<file path="config.mk">
export PLATFORM = sky130hd
export DESIGN_NAME = riscv_test_monitor
export DESIGN_NICKNAME = d
export VERILOG_FILES = /design/src/rtl/test_mon_pkg.sv /design/src/rtl/test_mon_shadow.sv /design/src/rtl/riscv_test_monitor.sv
export SDC_FILE = /design/constraint.sdc
export NUM_CORES = 1
export LEC_CHECK = 0
export ABC_CLOCK_PERIOD_IN_PS = 3600
export CAP_MARGIN = 20
export CELL_PAD_IN_SITES_DETAIL_PLACEMENT = 1
export CELL_PAD_IN_SITES_GLOBAL_PLACEMENT = 1
export CORE_ASPECT_RATIO = 2
export CORE_MARGIN = 8
export CORE_UTILIZATION = 25
export CTS_CLUSTER_SIZE = 30
export DETAILED_ROUTE_END_ITERATION = 8
export HOLD_SLACK_MARGIN = 0.1
export PLACE_DENSITY = 0.61
export SYNTH_ARGS = -nofsm -noshare
export SYNTH_HDL_FRONTEND = slang
export SYNTH_SLANG_ARGS = --single-unit
</file>
<file path="constraint.sdc">
create_clock -name clk -period 3.6 [get_ports clk]
set_clock_uncertainty 0.2 [all_clocks]
set_input_delay 0.72 -clock clk [delete_from_list [all_inputs] [get_ports clk]]
set_output_delay 0.72 -clock clk [all_outputs]
set_load 0.02 [all_outputs]
</file>
<file path="src/rtl/test_mon_pkg.sv">
// Shared types and defaults for the riscv-tests pass/fail monitor.
// Slot numbers give each watched register a fixed position in the shadow array.
package test_mon_pkg;

    typedef enum logic [2:0] {
        ST_RUN     = 3'd0,
        ST_SETTLE  = 3'd1,
        ST_PASS    = 3'd2,
        ST_FAIL    = 3'd3,
        ST_TIMEOUT = 3'd4
    } mon_state_e;

    localparam int DEFAULT_TESTNUM_REG = 3;
    localparam int DEFAULT_DONE_REG    = 26;
    localparam int DEFAULT_RESULT_REG  = 27;
    localparam int DEFAULT_DONE_VALUE  = 1;
    localparam int DEFAULT_PASS_VALUE  = 1;

    localparam int NUM_WATCH    = 3;
    localparam int SLOT_DONE    = 0;
    localparam int SLOT_RESULT  = 1;
    localparam int SLOT_TESTNUM = 2;

    // RUN and SETTLE are the only states in which the monitor still observes the core.
    function automatic logic is_live(mon_state_e s);
        return (s == ST_RUN) || (s == ST_SETTLE);
    endfunction

endpackage

</file>
<file path="src/rtl/test_mon_shadow.sv">
// Snoops the register-file write port and keeps shadow copies of the watched registers.
// Writes to x0 never land, even if a watched index is configured as 0.
module test_mon_shadow
    import test_mon_pkg::*;
#(
    parameter int DATA_WIDTH  = 32,
    parameter int ADDR_WIDTH  = 5,
    parameter int DONE_REG    = DEFAULT_DONE_REG,
    parameter int RESULT_REG  = DEFAULT_RESULT_REG,
    parameter int TESTNUM_REG = DEFAULT_TESTNUM_REG
) (
    input  logic                  clk,
    input  logic                  rst,
    input  logic                  en,
    input  logic                  we,
    input  logic [ADDR_WIDTH-1:0] waddr,
    input  logic [DATA_WIDTH-1:0] wdata,
    output logic [DATA_WIDTH-1:0] shadow [NUM_WATCH]
);

    localparam logic [ADDR_WIDTH-1:0] DONE_IDX    = ADDR_WIDTH'(DONE_REG);
    localparam logic [ADDR_WIDTH-1:0] RESULT_IDX  = ADDR_WIDTH'(RESULT_REG);
    localparam logic [ADDR_WIDTH-1:0] TESTNUM_IDX = ADDR_WIDTH'(TESTNUM_REG);

    always_ff @(posedge clk) begin
        if (rst) begin
            for (int i = 0; i < NUM_WATCH; i++) begin
                shadow[i] <= '0;
            end
        end else if (en && we && (waddr != '0)) begin
            if (waddr == DONE_IDX) begin
                shadow[SLOT_DONE] <= wdata;
            end
            if (waddr == RESULT_IDX) begin
                shadow[SLOT_RESULT] <= wdata;
            end
            if (waddr == TESTNUM_IDX) begin
                shadow[SLOT_TESTNUM] <= wdata;
            end
        end
    end

endmodule

</file>
<file path="src/rtl/riscv_test_monitor.sv">
// Pass/fail monitor for riscv-tests programs: settle/verdict/timeout FSM driving
// sticky status flags from shadows of the done, result and test-number registers.
module riscv_test_monitor
    import test_mon_pkg::*;
#(
    parameter int                    DATA_WIDTH     = 32,
    parameter int                    ADDR_WIDTH     = 5,
    parameter int                    DONE_REG       = DEFAULT_DONE_REG,
    parameter int                    RESULT_REG     = DEFAULT_RESULT_REG,
    parameter int                    TESTNUM_REG    = DEFAULT_TESTNUM_REG,
    parameter logic [DATA_WIDTH-1:0] DONE_VALUE     = DATA_WIDTH'(DEFAULT_DONE_VALUE),
    parameter logic [DATA_WIDTH-1:0] PASS_VALUE     = DATA_WIDTH'(DEFAULT_PASS_VALUE),
    parameter int unsigned           SETTLE_CYCLES  = 20,
    parameter int unsigned           TIMEOUT_CYCLES = 100000,
    parameter int                    CNT_WIDTH      = 32
) (
    input  logic                  clk,
    input  logic                  rst,
    input  logic                  we_i,
    input  logic [ADDR_WIDTH-1:0] waddr_i,
    input  logic [DATA_WIDTH-1:0] wdata_i,
    output logic                  done_o,
    output logic                  pass_o,
    output logic                  fail_o,
    output logic                  timeout_o,
    output logic [DATA_WIDTH-1:0] testnum_o,
    output logic [CNT_WIDTH-1:0]  cycle_cnt_o
);

    localparam int SETTLE_W = (SETTLE_CYCLES > 1) ? $clog2(SETTLE_CYCLES) : 1;
    localparam logic [SETTLE_W-1:0]   SETTLE_LOAD  = SETTLE_W'(SETTLE_CYCLES - 1);
    localparam logic [CNT_WIDTH-1:0]  TIMEOUT_LAST =
        CNT_WIDTH'((TIMEOUT_CYCLES == 0) ? 0 : TIMEOUT_CYCLES - 1);
    localparam logic [ADDR_WIDTH-1:0] DONE_IDX     = ADDR_WIDTH'(DONE_REG);

    mon_state_e            state;
    mon_state_e            state_next;
    logic [SETTLE_W-1:0]   settle_cnt;
    logic [CNT_WIDTH-1:0]  cycle_cnt;
    logic [DATA_WIDTH-1:0] shadow [NUM_WATCH];
    logic                  live;
    logic                  done_hit;
    logic                  timeout_hit;

    assign live        = is_live(state);
    assign done_hit    = we_i && (waddr_i == DONE_IDX) && (wdata_i == DONE_VALUE);
    assign timeout_hit = (TIMEOUT_CYCLES != 0) && (cycle_cnt == TIMEOUT_LAST);
    assign cycle_cnt_o = cycle_cnt;

    test_mon_shadow #(
        .DATA_WIDTH  (DATA_WIDTH),
        .ADDR_WIDTH  (ADDR_WIDTH),
        .DONE_REG    (DONE_REG),
        .RESULT_REG  (RESULT_REG),
        .TESTNUM_REG (TESTNUM_REG)
    ) u_shadow (
        .clk    (clk),
        .rst    (rst),
        .en     (live),
        .we     (we_i),
        .waddr  (waddr_i),
        .wdata  (wdata_i),
        .shadow (shadow)
    );

    // A done write beats a simultaneous timeout; the verdict reads the registered
    // result shadow, so a write in the final settle cycle is not seen.
    always_comb begin
        state_next = state;
        case (state)
            ST_RUN: begin
                if (done_hit) begin
                    state_next = ST_SETTLE;
                end else if (timeout_hit) begin
                    state_next = ST_TIMEOUT;
                end
            end
            ST_SETTLE: begin
                if (settle_cnt == '0) begin
                    state_next = (shadow[SLOT_RESULT] == PASS_VALUE) ? ST_PASS : ST_FAIL;
                end
            end
            default: state_next = state;
        endcase
    end

    // The cycle counter stops on the edge that enters a terminal state, so it
    // reports the index of the last live cycle.
    always_ff @(posedge clk) begin
        if (rst) begin
            state      <= ST_RUN;
            settle_cnt <= '0;
            cycle_cnt  <= '0;
            done_o     <= 1'b0;
            pass_o     <= 1'b0;
            fail_o     <= 1'b0;
            timeout_o  <= 1'b0;
            testnum_o  <= '0;
        end else begin
            state <= state_next;
            if ((state == ST_RUN) && (state_next == ST_SETTLE)) begin
                settle_cnt <= SETTLE_LOAD;
            end else if ((state == ST_SETTLE) && (settle_cnt != '0)) begin
                settle_cnt <= settle_cnt - 1'b1;
            end
            if (is_live(state_next) && (cycle_cnt != '1)) begin
                cycle_cnt <= cycle_cnt + 1'b1;
            end
            if ((state == ST_SETTLE) && (state_next != ST_SETTLE)) begin
                testnum_o <= shadow[SLOT_TESTNUM];
            end
            done_o    <= !is_live(state_next);
            pass_o    <= (state_next == ST_PASS);
            fail_o    <= (state_next == ST_FAIL);
            timeout_o <= (state_next == ST_TIMEOUT);
        end
    end

endmodule

</file>
=== After elaboration in Yosys (flattened, before gate mapping) ===
Index checks and enable logic that the tools add are counted.

* ROM bits: 0
* Memories kept: 0
* Input port bits: 40
* Bits in latches: 0
* Memory bits (writable): 0
* Flip-flop bits (word level): 140
* Logic and storage cells: 53

* $lt $le $gt $ge: 0
* Bitwise gates (word level): 0
* Reduce and logical (&&, ||, !) cells: 20
* Mux-type cells: 7
* Equal/unequal tests: 13
* Multipliers: 0
* Shift-type cells: 0
* Divide/modulo/power cells: 0
* Add/sub/neg operators: 2

{| class="wikitable"
|+ Operator list
! operator !! count
|-
| == test 32 x 1 -> 1 bit, second input constant || 2
|-
| adder 32 x 1 -> 32 bit, second input constant || 1
|-
| == test 32 x 17 -> 1 bit, second input constant || 1
|-
| inequality test 32 bit, second input constant || 1
|-
| == test 5 bit, second input constant || 2
|-
| two-way mux 5 bit || 2
|-
| nonzero test 5 bit || 2
|-
| two-way mux 3 bit || 3
|-
| logical AND 1 bit || 8
|-
| == test 3 x 1 -> 1 bit, second input constant || 2
|-
| == test 3 x 2 -> 1 bit, second input constant || 2
|-
| zero test 3 bit || 2
|-
| case mux 3 bit (2 select lines) || 1
|-
| == test 5 x 2 -> 1 bit, second input constant || 1
|-
| zero test 5 bit || 1
|-
| subtractor 5 x 1 -> 5 bit, second input constant || 1
|-
| AND reduction 2 bit || 2
|-
| == test 3 bit, second input constant || 1
|-
| inequality test 3 x 1 -> 1 bit, second input constant || 1
|-
| logical OR 1 bit || 2
|-
| nonzero test 2 bit || 1
|-
| OR reduction 2 bit || 1
|-
| zero test 1 bit || 1
|-
| two-way mux 1 bit || 1
|}

=== Longest topological paths before layout ===
* Depth in word-level cells: 8
* Mapped depth: 11

=== By module ===
A second synthesis with hierarchy kept.

* Cell total of the unflattened synthesis: 809
* Area, all modules: 7354.6 µm²

{| class="wikitable"
|+ Modules (own cells, without submodules)
! module !! cells each !! sequential area each (µm²) !! instances !! area each (µm²)
|-
| test_mon_shadow || 389 || 1921.8 || 1 || 3925.0
|-
| riscv_test_monitor || 420 || 1521.5 || 1 || 3429.5
|}

=== Worst setup path before layout ===
No wires, ideal clock.

* Kind: input-to-reg
* From: input wdata_i[20]
* To: register cycle_cnt[24] (netlist: cycle_cnt_o[24])
* Buffers on the path: 1
* Path slack: 0.392 ns
* Stages on the path: 8
* Data arrival time: 2.940 ns
* Path through: or4_1 > or4_1 > nor4_4 > nor4_2 > or3_1 > buf_2 > or4_1 > o21ai_1

* Cells in the longest elaborated chain, start to end: 7
* Elaborated cells between the ends (all ways): 8
* Those cells by class: eq/ne: 2; mux: 2; reduce/logical: 4

{| class="wikitable"
|+ RTL lines
! item !! RTL line !! source
|-
| from (decl) || riscv_test_monitor.sv:21 || <nowiki>input logic [DATA_WIDTH-1:0] wdata_i,</nowiki>
|-
| == test 32 x 1 -> 1 bit (*) || riscv_test_monitor.sv:46 || <nowiki>assign done_hit = we_i && (waddr_i == DONE_IDX) && (wdata_i == DONE_VALUE);</nowiki>
|-
| logical AND 1 bit (*) || riscv_test_monitor.sv:46 ||
|-
| two-way mux 3 bit (*) || riscv_test_monitor.sv:72 || <nowiki>if (done_hit) begin</nowiki>
|-
| case mux 3 bit (2 select lines) (*) || riscv_test_monitor.sv:70 || <nowiki>case (state)</nowiki>
|-
| == test 3 x 1 -> 1 bit or zero test 3 bit (tied branches) || test_mon_pkg.sv:26 || <nowiki>return (s == ST_RUN) || (s == ST_SETTLE);</nowiki>
|-
| logical OR 1 bit (*) || test_mon_pkg.sv:26 ||
|-
| logical AND 1 bit (*) || riscv_test_monitor.sv:106 || <nowiki>if (is_live(state_next) && (cycle_cnt != '1)) begin</nowiki>
|-
| to (signal assigned) || riscv_test_monitor.sv:107 || <nowiki>cycle_cnt <= cycle_cnt + 1'b1;</nowiki>
|-
| to (decl) || riscv_test_monitor.sv:39 || <nowiki>logic [CNT_WIDTH-1:0] cycle_cnt;</nowiki>
|}

Mark *: on every way between the ends. The rest lies on a longest branch, timed or not.
A chain may end at the register's enable or synchronous reset.

=== Final worst setup path ===
* From: input wdata_i[20]
* To: register cycle_cnt[26] (netlist: cycle_cnt_o[26])

The elaborated chain is that of the path after synthesis.

==> results.toml <==
[status]
status = "completed"

[drt]
drc = 0
ant_nets = 0
wl_um = 17200
vias_per_cell = 4.67
drt-wirelength-per-cell_um = 15.6
dr.pass1.iters = 4
drtIter0Drc = 237
via_count = 5162

[global_route]
gr-total-overflow = 0
grt_pass1_vias = 5423
grt_pass1_wl_um = 28400
grt_max_degree = 101
antenna_found_initial = 0
gr-usage-all-layers_pct = 12.9

[sta]
setup_viol = 0
finalSetupTns_ps = 0
setup_slack_ps = 185
timing.fmax_mhz = 293
tightest_slew_ps = 1070
drv_slew = 0
slew_headroom_pct = 28.8
period_minus_slack_ps = 3420
rsz0062_at_grt = "false"
hold_violations = 0
fin_crit_sh_pct = 94.9

[yosys]
ys_warn_count = 0
ys_async_sr_fraction_pct = 0
syn_inst = 701
synth_area_leaders = "dfxtp_1 (51%), nand2_1 (15%), a21oi_1 (9.8%)"
synth_top_area_share_pct = 50.7
avgSynthCellArea_um2 = 7.89
syn_area_um2 = 5530
synth-seq-cells = 140
synth_top_cell_by_area = "dfxtp_1"
synth_cell_types = 31
synth-seq-area-share_pct = 50.7
synth_edf_count = 0
synth_fp_nets = 744
dominantRegCellSynth = "dfxtp_1"

[clock_tree]
cts_sinks = 140
tritoncts = "built"
h-tree-depth = 4
cts_resized = 0
cts_hold_buf = 0
clockBufferDepth = 2
cts_buffers = 17
clock-root-buffer = "clkbuf_16"
cts.clk_slew.worst_paths_ps = 60
cts_setup_buffers = 0
clock_latency_ps = 420

[critical_path]
cp.arrival_ps = 3470
crit_fanout = 7
reg2reg_from = "cycle_cnt_o[17]"
worstSetupStartpointType = "primary input"
reg2reg_to = "timeout_o"
r2r_cells = 8
endpoint_kind = "flip-flop"
rrSetupSlack_ps = 750
path_class = "primary input to flip-flop"
required_ps = 3650

[power]
finalPower_mw = 3.54
ir_worst_vdd_mv = 0.271
p_leak_nw = 2.50
power_density_nw_per_um2 = 462

[floorplan]
num_rows = 77
die_h_um = 226
core-area_um2 = 21900
initial_utilization_pct = 25.3
die_area_um2 = 27400
ios = 108
die_width_um = 121

[cells_and_area]
final_common_cell = "nand2_1"
most-common-layout-cells = "nand2_1 (214), dfxtp_1 (140), a21oi_1 (108)"
nets = 859
syn2layout_area_growth_pct = 38.5
fillers = 2626
post-route-util_pct = 35.0
postLayoutCellArea_um2 = 7660
antenna_cells = 0
post_route_cells_drive_above_1_share_pct = 8.44

[placement]
dpl_worst_slack_ps = -364
dp_hpwl_um = 12100
globalplace.congestion = 0.777
placement.cell_area_um2 = 7030
portBuffers = 107

[worst_hold_path]
hold_depth = 2
hold_class = "flip-flop to flip-flop"
hp-start = "u_shadow.shadow[17]"
min_to = "testnum_o[17]"

[flow_run]
max-cap-violations = 0
## cell type report
type,count,area (um^2),area share (%)
clock buffers,18,439,5.74
flip-flops and latches,140,2800,36.6
clock inverters,14,179,2.34
well taps,276,345,4.51
repair buffers,138,1300,17.0
inverters,5,18.8,0.245
multi-input cells,514,2570,33.6
## worst max-delay path: stages
cell             delay [ps]
clkdlybuf4s50_1         440
or4_1                   590
or4_1                   470
nor4_4                  150
buf_4                   180
nor4_4                   60
or3_4                   430
buf_4                   160
o21ai_0                 180
a21oi_1                  90
## sequential cells by signal (all words and copies together) (netlist names)
signal / flops
cycle_cnt_o: 32
done_o: 1
fail_o: 1
pass_o: 1
settle_cnt: 5
state: 3
testnum_o: 32
timeout_o: 1
u_shadow.shadow: 64
## stage by stage
step / cells / hold slack [ps]
after floorplan: 701 / 232
after global placement: 1073 / 241
after detailed placement: 1073 / 246
after CTS: 1105 / 256
after global routing: 1105 / 268
final: 1105 / 253
## where the power goes
group | leakage (nW) | switching [mW] | total, mW | internal (mW)
clock | 0.295 | 0.722 | 1.84 | 1.12
sequential | 1.13 | 0.00731 | 1.56 | 1.56
combinational | 1.08 | 0.0696 | 0.133 | 0.0635
total | 2.50 | 0.799 | 3.54 | 2.74
## cells in the mapped netlist, types with 9 or more instances
cell type	instances
nand4_1	15
or3_1	9
clkbuf_1	41
nor3_1	25
dfxtp_1	140
nand2_1	214
nor4_1	20
a21oi_1	108
nand3_1	12
xnor2_1	21
nor2_1	40
## worst max-delay path by stage
stage	startpoint	end	slack, ps	cells past startpoint
floorplan	wdata_i[20]	cycle_cnt_o[24]	390	8
global placement	wdata_i[20]	cycle_cnt_o[26]	-260	10
detailed placement	wdata_i[20]	cycle_cnt_o[26]	-360	10
CTS	wdata_i[20]	cycle_cnt_o[26]	90	10
global route	wdata_i[20]	cycle_cnt_o[26]	30	10
finish	wdata_i[20]	cycle_cnt_o[26]	180	10
## logic make-up after synthesis
| family | Yosys count | synth area share, % |
|---|---|---|
| AND/OR/NAND/NOR | 366 | 30.4 |
| flip-flops | 140 | 50.7 |
| AO/OA/AOI/OAI | 117 | 10.6 |
| buffers and inverters | 47 | 3.21 |
| XOR/XNOR | 28 | 4.44 |
| adder cells (fa/ha/maj) | 3 | 0.679 |
## metal layers
| metal | wire [um] | GRT usage, % | part of all wire (%) |
|---|---|---|---|
| met5 | 0 | 0 | 0 |
| met4 | 238 | 4.89 | 1.4 |
| met3 | 846 | 3.67 | 4.9 |
| met2 | 8350 | 21.4 | 48 |
| met1 | 7820 | 15.4 | 45 |
No activity file was read; power rests on OpenSTA's default activity.
